$ cat src/rtl/ex_muldiv_unit_pkg.sv
// Shared encodings for the EX-stage multiply/divide unit.
package ex_muldiv_unit_pkg;

    localparam int MD_DATA_W = 32;

    typedef enum logic [2:0] {
        MD_NONE  = 3'b000,
        MD_MULT  = 3'b001,
        MD_MULTU = 3'b010,
        MD_DIV   = 3'b011,
        MD_DIVU  = 3'b100,
        MD_MTHI  = 3'b101,
        MD_MTLO  = 3'b110
    } md_op_e;

    typedef enum logic [1:0] {
        ST_IDLE = 2'd0,
        ST_BUSY = 2'd1,
        ST_DONE = 2'd2
    } md_state_e;

endpackage

$ cat src/rtl/ex_muldiv_unit_if.sv
// Operand/control bus from the EX stage into the mul/div unit and its results back.
interface ex_muldiv_unit_if #(
    parameter int DATA_W = 32
);
    logic              op_valid_i;
    logic [2:0]        op_i;
    logic [DATA_W-1:0] src_a_i;
    logic [DATA_W-1:0] src_b_i;
    logic              flush_i;
    logic              stall_o;
    logic [DATA_W-1:0] hi_o;
    logic [DATA_W-1:0] lo_o;
    logic              busy_o;

    modport master (
        output op_valid_i, op_i, src_a_i, src_b_i, flush_i,
        input  stall_o, hi_o, lo_o, busy_o
    );

    modport slave (
        input  op_valid_i, op_i, src_a_i, src_b_i, flush_i,
        output stall_o, hi_o, lo_o, busy_o
    );
endinterface

$ cat src/rtl/ex_muldiv_unit_core_step.sv
// One iteration of the shared datapath: shift-add multiply or restoring shift-subtract divide.
module muldiv_core_step #(
    parameter int DATA_W = 32
) (
    input  logic              is_div_i,
    input  logic [DATA_W-1:0] hi_i,
    input  logic [DATA_W-1:0] lo_i,
    input  logic [DATA_W-1:0] opb_i,
    output logic [DATA_W-1:0] hi_o,
    output logic [DATA_W-1:0] lo_o
);
    logic [DATA_W:0] sum;
    logic [DATA_W:0] shifted;
    logic [DATA_W:0] diff;

    always_comb begin
        sum     = {1'b0, hi_i} + (lo_i[0] ? {1'b0, opb_i} : '0);
        shifted = {hi_i, lo_i[DATA_W-1]};
        diff    = shifted - {1'b0, opb_i};
        if (is_div_i) begin
            // Borrow out of the 33-bit subtract means the partial remainder stays.
            hi_o = diff[DATA_W] ? shifted[DATA_W-1:0] : diff[DATA_W-1:0];
            lo_o = {lo_i[DATA_W-2:0], ~diff[DATA_W]};
        end else begin
            hi_o = sum[DATA_W:1];
            lo_o = {sum[0], lo_i[DATA_W-1:1]};
        end
    end

endmodule

$ cat src/rtl/ex_muldiv_unit.sv
// EX-stage iterative MULT/MULTU/DIV/DIVU with HI/LO registers and hazard stall.
// Define MULDIV_FAST_MUL_EN for a single-cycle combinational multiplier.
module ex_muldiv_unit
    import ex_muldiv_unit_pkg::*;
#(
    parameter int DATA_W = MD_DATA_W,
    parameter int ITER   = MD_DATA_W
) (
    input  logic            clk,
    input  logic            rst,
    ex_muldiv_unit_if.slave bus
);
    localparam int CNT_W = (ITER > 1) ? $clog2(ITER) : 1;

    md_state_e         state_q, state_d;
    logic [CNT_W-1:0]  cnt_q, cnt_d;
    logic [DATA_W-1:0] wh_q, wh_d, wl_q, wl_d, opb_q, opb_d;
    logic [DATA_W-1:0] hi_q, hi_d, lo_q, lo_d;
    logic              is_div_q, is_div_d, qneg_q, qneg_d;
    logic              rneg_q, rneg_d, div0_q, div0_d;

    logic                is_md, is_signed, is_div_op, sa, sb, stall;
    logic                fast_mul;
    logic [DATA_W-1:0]   abs_a, abs_b, step_hi, step_lo, quo_f, rem_f;
    logic [2*DATA_W-1:0] prod_f, fast_res;

    muldiv_core_step #(.DATA_W(DATA_W)) u_step (
        .is_div_i (is_div_q),
        .hi_i     (wh_q),
        .lo_i     (wl_q),
        .opb_i    (opb_q),
        .hi_o     (step_hi),
        .lo_o     (step_lo)
    );

    always_comb begin
        is_md     = bus.op_valid_i && (bus.op_i == MD_MULT || bus.op_i == MD_MULTU ||
                                       bus.op_i == MD_DIV  || bus.op_i == MD_DIVU);
        is_signed = (bus.op_i == MD_MULT) || (bus.op_i == MD_DIV);
        is_div_op = (bus.op_i == MD_DIV) || (bus.op_i == MD_DIVU);
        sa        = is_signed & bus.src_a_i[DATA_W-1];
        sb        = is_signed & bus.src_b_i[DATA_W-1];
        abs_a     = sa ? -bus.src_a_i : bus.src_a_i;
        abs_b     = sb ? -bus.src_b_i : bus.src_b_i;
        prod_f    = qneg_q ? -{step_hi, step_lo} : {step_hi, step_lo};
        // A zero divisor leaves the remainder equal to the dividend; only LO needs forcing.
        quo_f     = div0_q ? '1 : (qneg_q ? -step_lo : step_lo);
        rem_f     = rneg_q ? -step_hi : step_hi;
    end

`ifdef MULDIV_FAST_MUL_EN
    logic [2*DATA_W-1:0] fast_prod;
    assign fast_mul  = !is_div_op;
    assign fast_prod = {{DATA_W{1'b0}}, abs_a} * {{DATA_W{1'b0}}, abs_b};
    assign fast_res  = (sa ^ sb) ? -fast_prod : fast_prod;
`else
    assign fast_mul  = 1'b0;
    assign fast_res  = '0;
`endif

    always_comb begin
        state_d  = state_q;
        cnt_d    = cnt_q;
        wh_d     = wh_q;
        wl_d     = wl_q;
        opb_d    = opb_q;
        is_div_d = is_div_q;
        qneg_d   = qneg_q;
        rneg_d   = rneg_q;
        div0_d   = div0_q;
        hi_d     = hi_q;
        lo_d     = lo_q;
        stall    = 1'b0;
        unique case (state_q)
            ST_IDLE: begin
                if (is_md) begin
                    stall = 1'b1;
                    if (!bus.flush_i) begin
                        if (fast_mul) begin
                            hi_d    = fast_res[2*DATA_W-1:DATA_W];
                            lo_d    = fast_res[DATA_W-1:0];
                            state_d = ST_DONE;
                        end else begin
                            wh_d     = '0;
                            wl_d     = abs_a;
                            opb_d    = abs_b;
                            is_div_d = is_div_op;
                            qneg_d   = sa ^ sb;
                            rneg_d   = sa;
                            div0_d   = is_div_op && (bus.src_b_i == '0);
                            cnt_d    = '0;
                            state_d  = ST_BUSY;
                        end
                    end
                end else if (bus.op_valid_i && !bus.flush_i && bus.op_i == MD_MTHI) begin
                    hi_d = bus.src_a_i;
                end else if (bus.op_valid_i && !bus.flush_i && bus.op_i == MD_MTLO) begin
                    lo_d = bus.src_a_i;
                end
            end
            ST_BUSY: begin
                stall = 1'b1;
                if (bus.flush_i) begin
                    state_d = ST_IDLE;
                end else begin
                    wh_d  = step_hi;
                    wl_d  = step_lo;
                    cnt_d = cnt_q + 1'b1;
                    if (cnt_q == CNT_W'(ITER - 1)) begin
                        if (is_div_q) begin
                            hi_d = rem_f;
                            lo_d = quo_f;
                        end else begin
                            hi_d = prod_f[2*DATA_W-1:DATA_W];
                            lo_d = prod_f[DATA_W-1:0];
                        end
                        state_d = ST_DONE;
                    end
                end
            end
            ST_DONE: state_d = ST_IDLE;
            default: state_d = ST_IDLE;
        endcase
    end

    always_ff @(posedge clk) begin
        if (rst) begin
            state_q  <= ST_IDLE;
            cnt_q    <= '0;
            wh_q     <= '0;
            wl_q     <= '0;
            opb_q    <= '0;
            is_div_q <= 1'b0;
            qneg_q   <= 1'b0;
            rneg_q   <= 1'b0;
            div0_q   <= 1'b0;
            hi_q     <= '0;
            lo_q     <= '0;
        end else begin
            state_q  <= state_d;
            cnt_q    <= cnt_d;
            wh_q     <= wh_d;
            wl_q     <= wl_d;
            opb_q    <= opb_d;
            is_div_q <= is_div_d;
            qneg_q   <= qneg_d;
            rneg_q   <= rneg_d;
            div0_q   <= div0_d;
            hi_q     <= hi_d;
            lo_q     <= lo_d;
        end
    end

    assign bus.stall_o = stall;
    assign bus.busy_o  = (state_q == ST_BUSY);
    assign bus.hi_o    = hi_q;
    assign bus.lo_o    = lo_q;

endmodule

$ cat src/flat_wrapper.sv
// flat-port wrapper written by rule: the top's interface ports become plain ports
module ex_muldiv_unit_flat import ex_muldiv_unit_pkg::*;
#(
    parameter int DATA_W = MD_DATA_W,
    parameter int ITER   = MD_DATA_W
)
  (clk, rst, bus_op_valid_i, bus_op_i, bus_src_a_i, bus_src_b_i, bus_flush_i, bus_stall_o, bus_hi_o, bus_lo_o, bus_busy_o);
  ex_muldiv_unit_if #(.DATA_W(DATA_W)) bus_i ();
  input  logic clk;
  input  logic rst;
  input wire logic [$bits(bus_i.op_valid_i)-1:0] bus_op_valid_i;
  input wire logic [$bits(bus_i.op_i)-1:0] bus_op_i;
  input wire logic [$bits(bus_i.src_a_i)-1:0] bus_src_a_i;
  input wire logic [$bits(bus_i.src_b_i)-1:0] bus_src_b_i;
  input wire logic [$bits(bus_i.flush_i)-1:0] bus_flush_i;
  output wire logic [$bits(bus_i.stall_o)-1:0] bus_stall_o;
  output wire logic [$bits(bus_i.hi_o)-1:0] bus_hi_o;
  output wire logic [$bits(bus_i.lo_o)-1:0] bus_lo_o;
  output wire logic [$bits(bus_i.busy_o)-1:0] bus_busy_o;
  assign bus_i.op_valid_i = bus_op_valid_i;
  assign bus_i.op_i = bus_op_i;
  assign bus_i.src_a_i = bus_src_a_i;
  assign bus_i.src_b_i = bus_src_b_i;
  assign bus_i.flush_i = bus_flush_i;
  assign bus_stall_o = bus_i.stall_o;
  assign bus_hi_o = bus_i.hi_o;
  assign bus_lo_o = bus_i.lo_o;
  assign bus_busy_o = bus_i.busy_o;
  ex_muldiv_unit #(.DATA_W(DATA_W), .ITER(ITER)) u_core (.clk(clk), .rst(rst), .bus(bus_i));
endmodule
$ cat config.mk
export PLATFORM = sky130hd
export DESIGN_NAME = ex_muldiv_unit_flat
export DESIGN_NICKNAME = d
export VERILOG_FILES = /design/src/rtl/ex_muldiv_unit_pkg.sv /design/src/rtl/ex_muldiv_unit_if.sv /design/src/rtl/ex_muldiv_unit_core_step.sv /design/src/rtl/ex_muldiv_unit.sv /design/src/flat_wrapper.sv
export SDC_FILE = /design/constraint.sdc
export NUM_CORES = 1
export LEC_CHECK = 0
export BUFFER_PORTS_ARGS = -buffer_cell sky130_fd_sc_hd__buf_4
export CAP_MARGIN = 20
export CORE_MARGIN = 2
export CORE_UTILIZATION = 53
export CTS_BUF_LIST = sky130_fd_sc_hd__clkbuf_8
export DETAILED_ROUTE_END_ITERATION = 12
export GPL_ROUTABILITY_DRIVEN = 0
export GPL_TIMING_DRIVEN = 0
export HOLD_SLACK_MARGIN = 0.06
export PLACE_DENSITY = 0.69
export SLEW_MARGIN = 20
export SYNTH_ARGS = -nofsm -noshare
export SYNTH_HDL_FRONTEND = slang
export SYNTH_SLANG_ARGS = --single-unit
$ cat constraint.sdc
create_clock -name clk -period 9 [get_ports clk]
set_input_delay 1.8 -clock clk [delete_from_list [all_inputs] [get_ports clk]]
set_output_delay 1.8 -clock clk [all_outputs]
set_load 0.05 [all_outputs]
==> results.md <==
- The synthesized design contains 0 enable-type register cells.
- The critical path class is reg -> reg.
- The worst max-slew margin expressed relative to the limit is 0.191.
- The detailed-placement wirelength estimate is 50000 µm.
- The number of remaining DRC errors is 0.
- The number of antenna violations at the first check in global routing came to 0.
- The count of buffers added on input and output ports is 135.
- The startpoint type of the worst setup path is a flop.
- Buffers inserted during clock tree synthesis total 17.
- IR analysis of the VDD net gives a maximum drop of 0.000129 V.
- The share of cells above drive strength 1 is 0.0999.
- The internal portion of the total power is 0.00124 W.
- The die is 173 µm tall.
- The count of boundary I/O pins is 137.
- The worst hold path belongs to the class reg -> reg.
- The final worst clock skew is 0.0334 ns.
- The total congestion overflow is 0.
- The synthesized instance count is 2127.
- The share of flip-flops with an asynchronous set or reset is 0.
- For this run, global-route usage on met2 was measured as 0.592.
- The routed layout has 18200 vias.
- The remaining antenna violation count is 0.
- The register-to-register path setup slack is 0.40 ns.
- The number of setup buffers added after CTS is 0.
- The tightest hold path in the finished design has a slack of 0.459 ns.
- The clock latency on the worst-skew pair is 0.54 ns.
- Of the available clock period, the critical path in the final layout requires 0.956.
- Counting flops and latches in the post-synthesis netlist gives 171.
- The post-layout minimum cycle time is 8.60 ns.
- The max-slew violation total from the final report came to 0.
- The switching power share of the total is 0.409.
- Of the total synthesized cell area, the portion taken by AND, OR, NAND and NOR gates is 0.250.
- The mean area per synthesized cell is 7.16 µm².
- The endpoint class of the critical path is a flop.
- The H-tree was split into 4 levels.
- STA puts the critical path data required time at 9.41 ns.
- The antenna diode count is 0.
- Data arrives at the worst endpoint at 9.01 ns.
- Summed over all failing endpoints, the final setup total negative slack is 0 ns.
- The total routed wirelength is 63800 µm.
- The power spent charging and discharging nets is 0.000860 W.
- For this block, the initial DRC count from the detailed router was 2831.
- The CTS tree is done.
- Max-cap violations in this run came to 0.
- The floorplan has 62 rows.
- The netlist uses 97 different library cells.
- Of the total synthesized cell area, the portion taken by full adders, half adders and majority gates is 0.0602.
- The die covers 30100 µm².
- The initial utilization of the core area, before any placement, comes to 0.535.
- At the pin with the least slew margin, the transition time is 1.21 ns.
- The layout overhead on the synthesized area is 12.5%.
- For this run, the number of Yosys warnings is 0.
- Setup repair after global routing left no endpoint under its margin.
- The flow ran to the end, and the final reports show no timing, DRC or antenna violations.
- The layer flagged by global routing as most heavily used is met2.
- Entering global routing, the biggest net connects 19 pins.
- The average wire length per cell after detail routing is 23.8 µm.
- Of the total power, combinational logic draws 0.332.
- The met1 track demand over resource is 0.550.
- The number of buffers between clock root and the deepest sink is 2.
- The share of the Yosys chip area taken by registers is 0.225.
- The sequential share of power is 0.387.
- The via count of the first global-routing pass was 16700.
- The number of endpoints failing setup at the final stage is 0.
- Of the total synthesized cell area, the portion taken by XOR and XNOR cells is 0.0857.
- The synthesized netlist occupies a cell area of 15200 µm².
- For this run, global-route usage on met3 was measured as 0.146.
- In the routed layout, each cell is associated on average with a via count of 6.79.
- The first global-routing pass estimated 96000 µm of wire.
- The die is 173 µm wide.
- The number of nets in the layout is 2423.
- The core outline area is 28500 µm².
- The number of hold violations in the final report came to 0.
- After synthesis, the largest family of logic cells by area is compound AO/OA/AOI/OAI gates.
- The most used flip-flop cell after synthesis is dfxtp_1.
- The analysis attributes to cell leakage a power of 6.61 nW.
- The complex-gate fraction of the synthesized area is 0.298.
- The number of nets handed over by synthesis was 2270.
- The mux share of post-synthesis cell area is 0.0310.
- Clock-pin slew was measured on the worst setup and hold paths at 0.10 ns.
- The proportion of power drawn by the clock network is 0.281.
- The global-route usage over all layers is 0.412.
- The detailed-router iteration count before antenna repair is 8.
- CTS placed an instance of clkbuf_8 at the clock tree root.
- The maximum frequency from static timing analysis is 116 MHz.
- The filler cells instantiated in the layout total 2748.
- The total clock sinks is 171.
- In this run the power density over the cells is 123 nW/µm².
- The highest fanout seen on the critical path is 19.
power by group through the flow:
stage	sequential (W)	clock, W	combinational, W
floorplan	0.000871	0	0.000388
CTS	0.000812	0.000587	0.000667
detailed placement	0.000829	0	0.000664
finish	0.000813	0.000590	0.000699
global placement	0.000828	0	0.000658
global route	0.000817	0.000613	0.000735
cells by family after synthesis:
| group | Yosys count |
|---|---|
| XOR/XNOR | 149 |
| AND/OR/NAND/NOR | 824 |
| adder cells (fa/ha/maj) | 72 |
| buffers and inverters | 198 |
| flip-flops | 171 |
| multiplexers | 45 |
| AO/OA/AOI/OAI | 668 |
per-stage QoR:
stage | cells | setup WS [ns] | util | power (W) | area (µm²)
3_5_place_dp | 2646 | 0.268 | 0.588 | 0.00149 | 16700
4_1_cts | 2678 | 0.212 | 0.602 | 0.00207 | 17100
6_report | 2677 | 0.397 | 0.602 | 0.00210 | 17100
3_3_place_gp | 2646 | 0.325 | 0.587 | 0.00149 | 16700
5_1_grt | 2677 | 0.416 | 0.602 | 0.00217 | 17100
2_1_floorplan | 2127 | 3.31 | - | 0.00126 | 15200
layer usage:
metal,vias to the layer above,share of wire
met5,-,0.0011
li1,8088,-
met2,1450,0.40
met1,8351,0.39
met4,2,0.047
met3,276,0.16
final timing paths:
kind / start / end / cells after the start
max reg2reg: u_core.is_div_q$_SDFFE_PP0P_ / u_core.bus.hi_o[18]$_SDFFE_PP0P_ / 21
max: u_core.is_div_q$_SDFFE_PP0P_ / u_core.bus.hi_o[18]$_SDFFE_PP0P_ / 21
min reg2reg: u_core.bus.hi_o[10]$_SDFFE_PP0P_ / u_core.bus.hi_o[10]$_SDFFE_PP0P_ / 2
min: u_core.bus.hi_o[10]$_SDFFE_PP0P_ / u_core.bus.hi_o[10]$_SDFFE_PP0P_ / 2
layout by cell type, fill, tap and decap left out, types with 15 or more instances in the layout:
cell type  synthesis  layout
nor2_1           297     297
nand2_1          259     259
dfxtp_1          171     171
a21oi_1          168     168
buf_4              2     137
o21ai_0          116     116
clkbuf_1         103     103
xor2_1            77      77
xnor2_1           72      72
ha_1              70      70
inv_1             69      69
a211oi_1          61      61
nor3_1            52      52
a311oi_1          37      37
o211ai_1          36      36
nand3_1           36      36
a22oi_1           33      33
mux2i_1           31      31
o31ai_1           28      28
a31oi_1           27      26
a21o_1            24      24
or3_1             24      24
nand4_1           22      22
and3_1            17      17
nor4_1            18      17
clkbuf_8           0      17
and2_1            16      16
buf_1             17      15
critical path: stages, from the launching register on:
cell and delay [ns]:
dfxtp_1 0.33, clkbuf_1 0.53, clkbuf_1 0.60, clkbuf_2 0.55
buf_2 0.57, buf_2 0.38, buf_2 0.37, clkbuf_1 0.61
buf_1 0.66, mux2i_1 0.38, ha_1 0.28, o2111ai_1 0.23
nor2_1 0.36, nand2_1 0.14, or3_1 0.51, nor2_1 0.37
or2_2 0.24, nand4_1 0.20, or2_1 0.36, o31ai_2 0.22
xor2_1 0.17, a2111oi_1 0.41
synth_stat cells (all sizes together) (30+ instances only):
cell    instances  share of area
o31ai          30          0.015
clkbuf        103          0.025
a311oi         37          0.021
o21ai         121          0.040
a211oi         63          0.032
inv            69          0.017
nor3           52          0.017
xor2           77          0.044
nand3          37          0.012
mux2i          31          0.020
dfxtp         171           0.22
ha             70          0.058
o211ai         39          0.020
a21oi         170          0.056
nand2         259          0.064
a22oi          33          0.016
xnor2          72          0.041
nor2          297          0.073
state kept, by name, indices dropped and copies added, names as in the netlist:
name	cells
u_core.opb_q	32
u_core.div0_q	1
u_core.is_div_q	1
u_core.bus.lo_o	32
u_core.rneg_q	1
u_core.wl_q	32
u_core.state_q	2
u_core.qneg_q	1
u_core.wh_q	32
u_core.bus.hi_o	32
u_core.cnt_q	5
what timing repair did:
action / in CTS / in global routing
endpoints found under the setup margin: 0 / 7
hold buffers: 0 / 0
resized for setup: 0 / 2
hold endpoints to repair: 0 / 0
final cells by class:
class | count | area (µm²) | area share
clock inverters | 15 | 173 | 0.0101
well taps | 384 | 480 | 0.0280
plain buffers | 128 | 504 | 0.0294
flip-flops and latches | 171 | 3420 | 0.200
multi-input cells | 1758 | 11000 | 0.645
clock buffers | 17 | 234 | 0.0137
inverters | 69 | 259 | 0.0151
repair buffers | 135 | 1010 | 0.0591
Note: power is estimated with default switching activity, not from simulation.
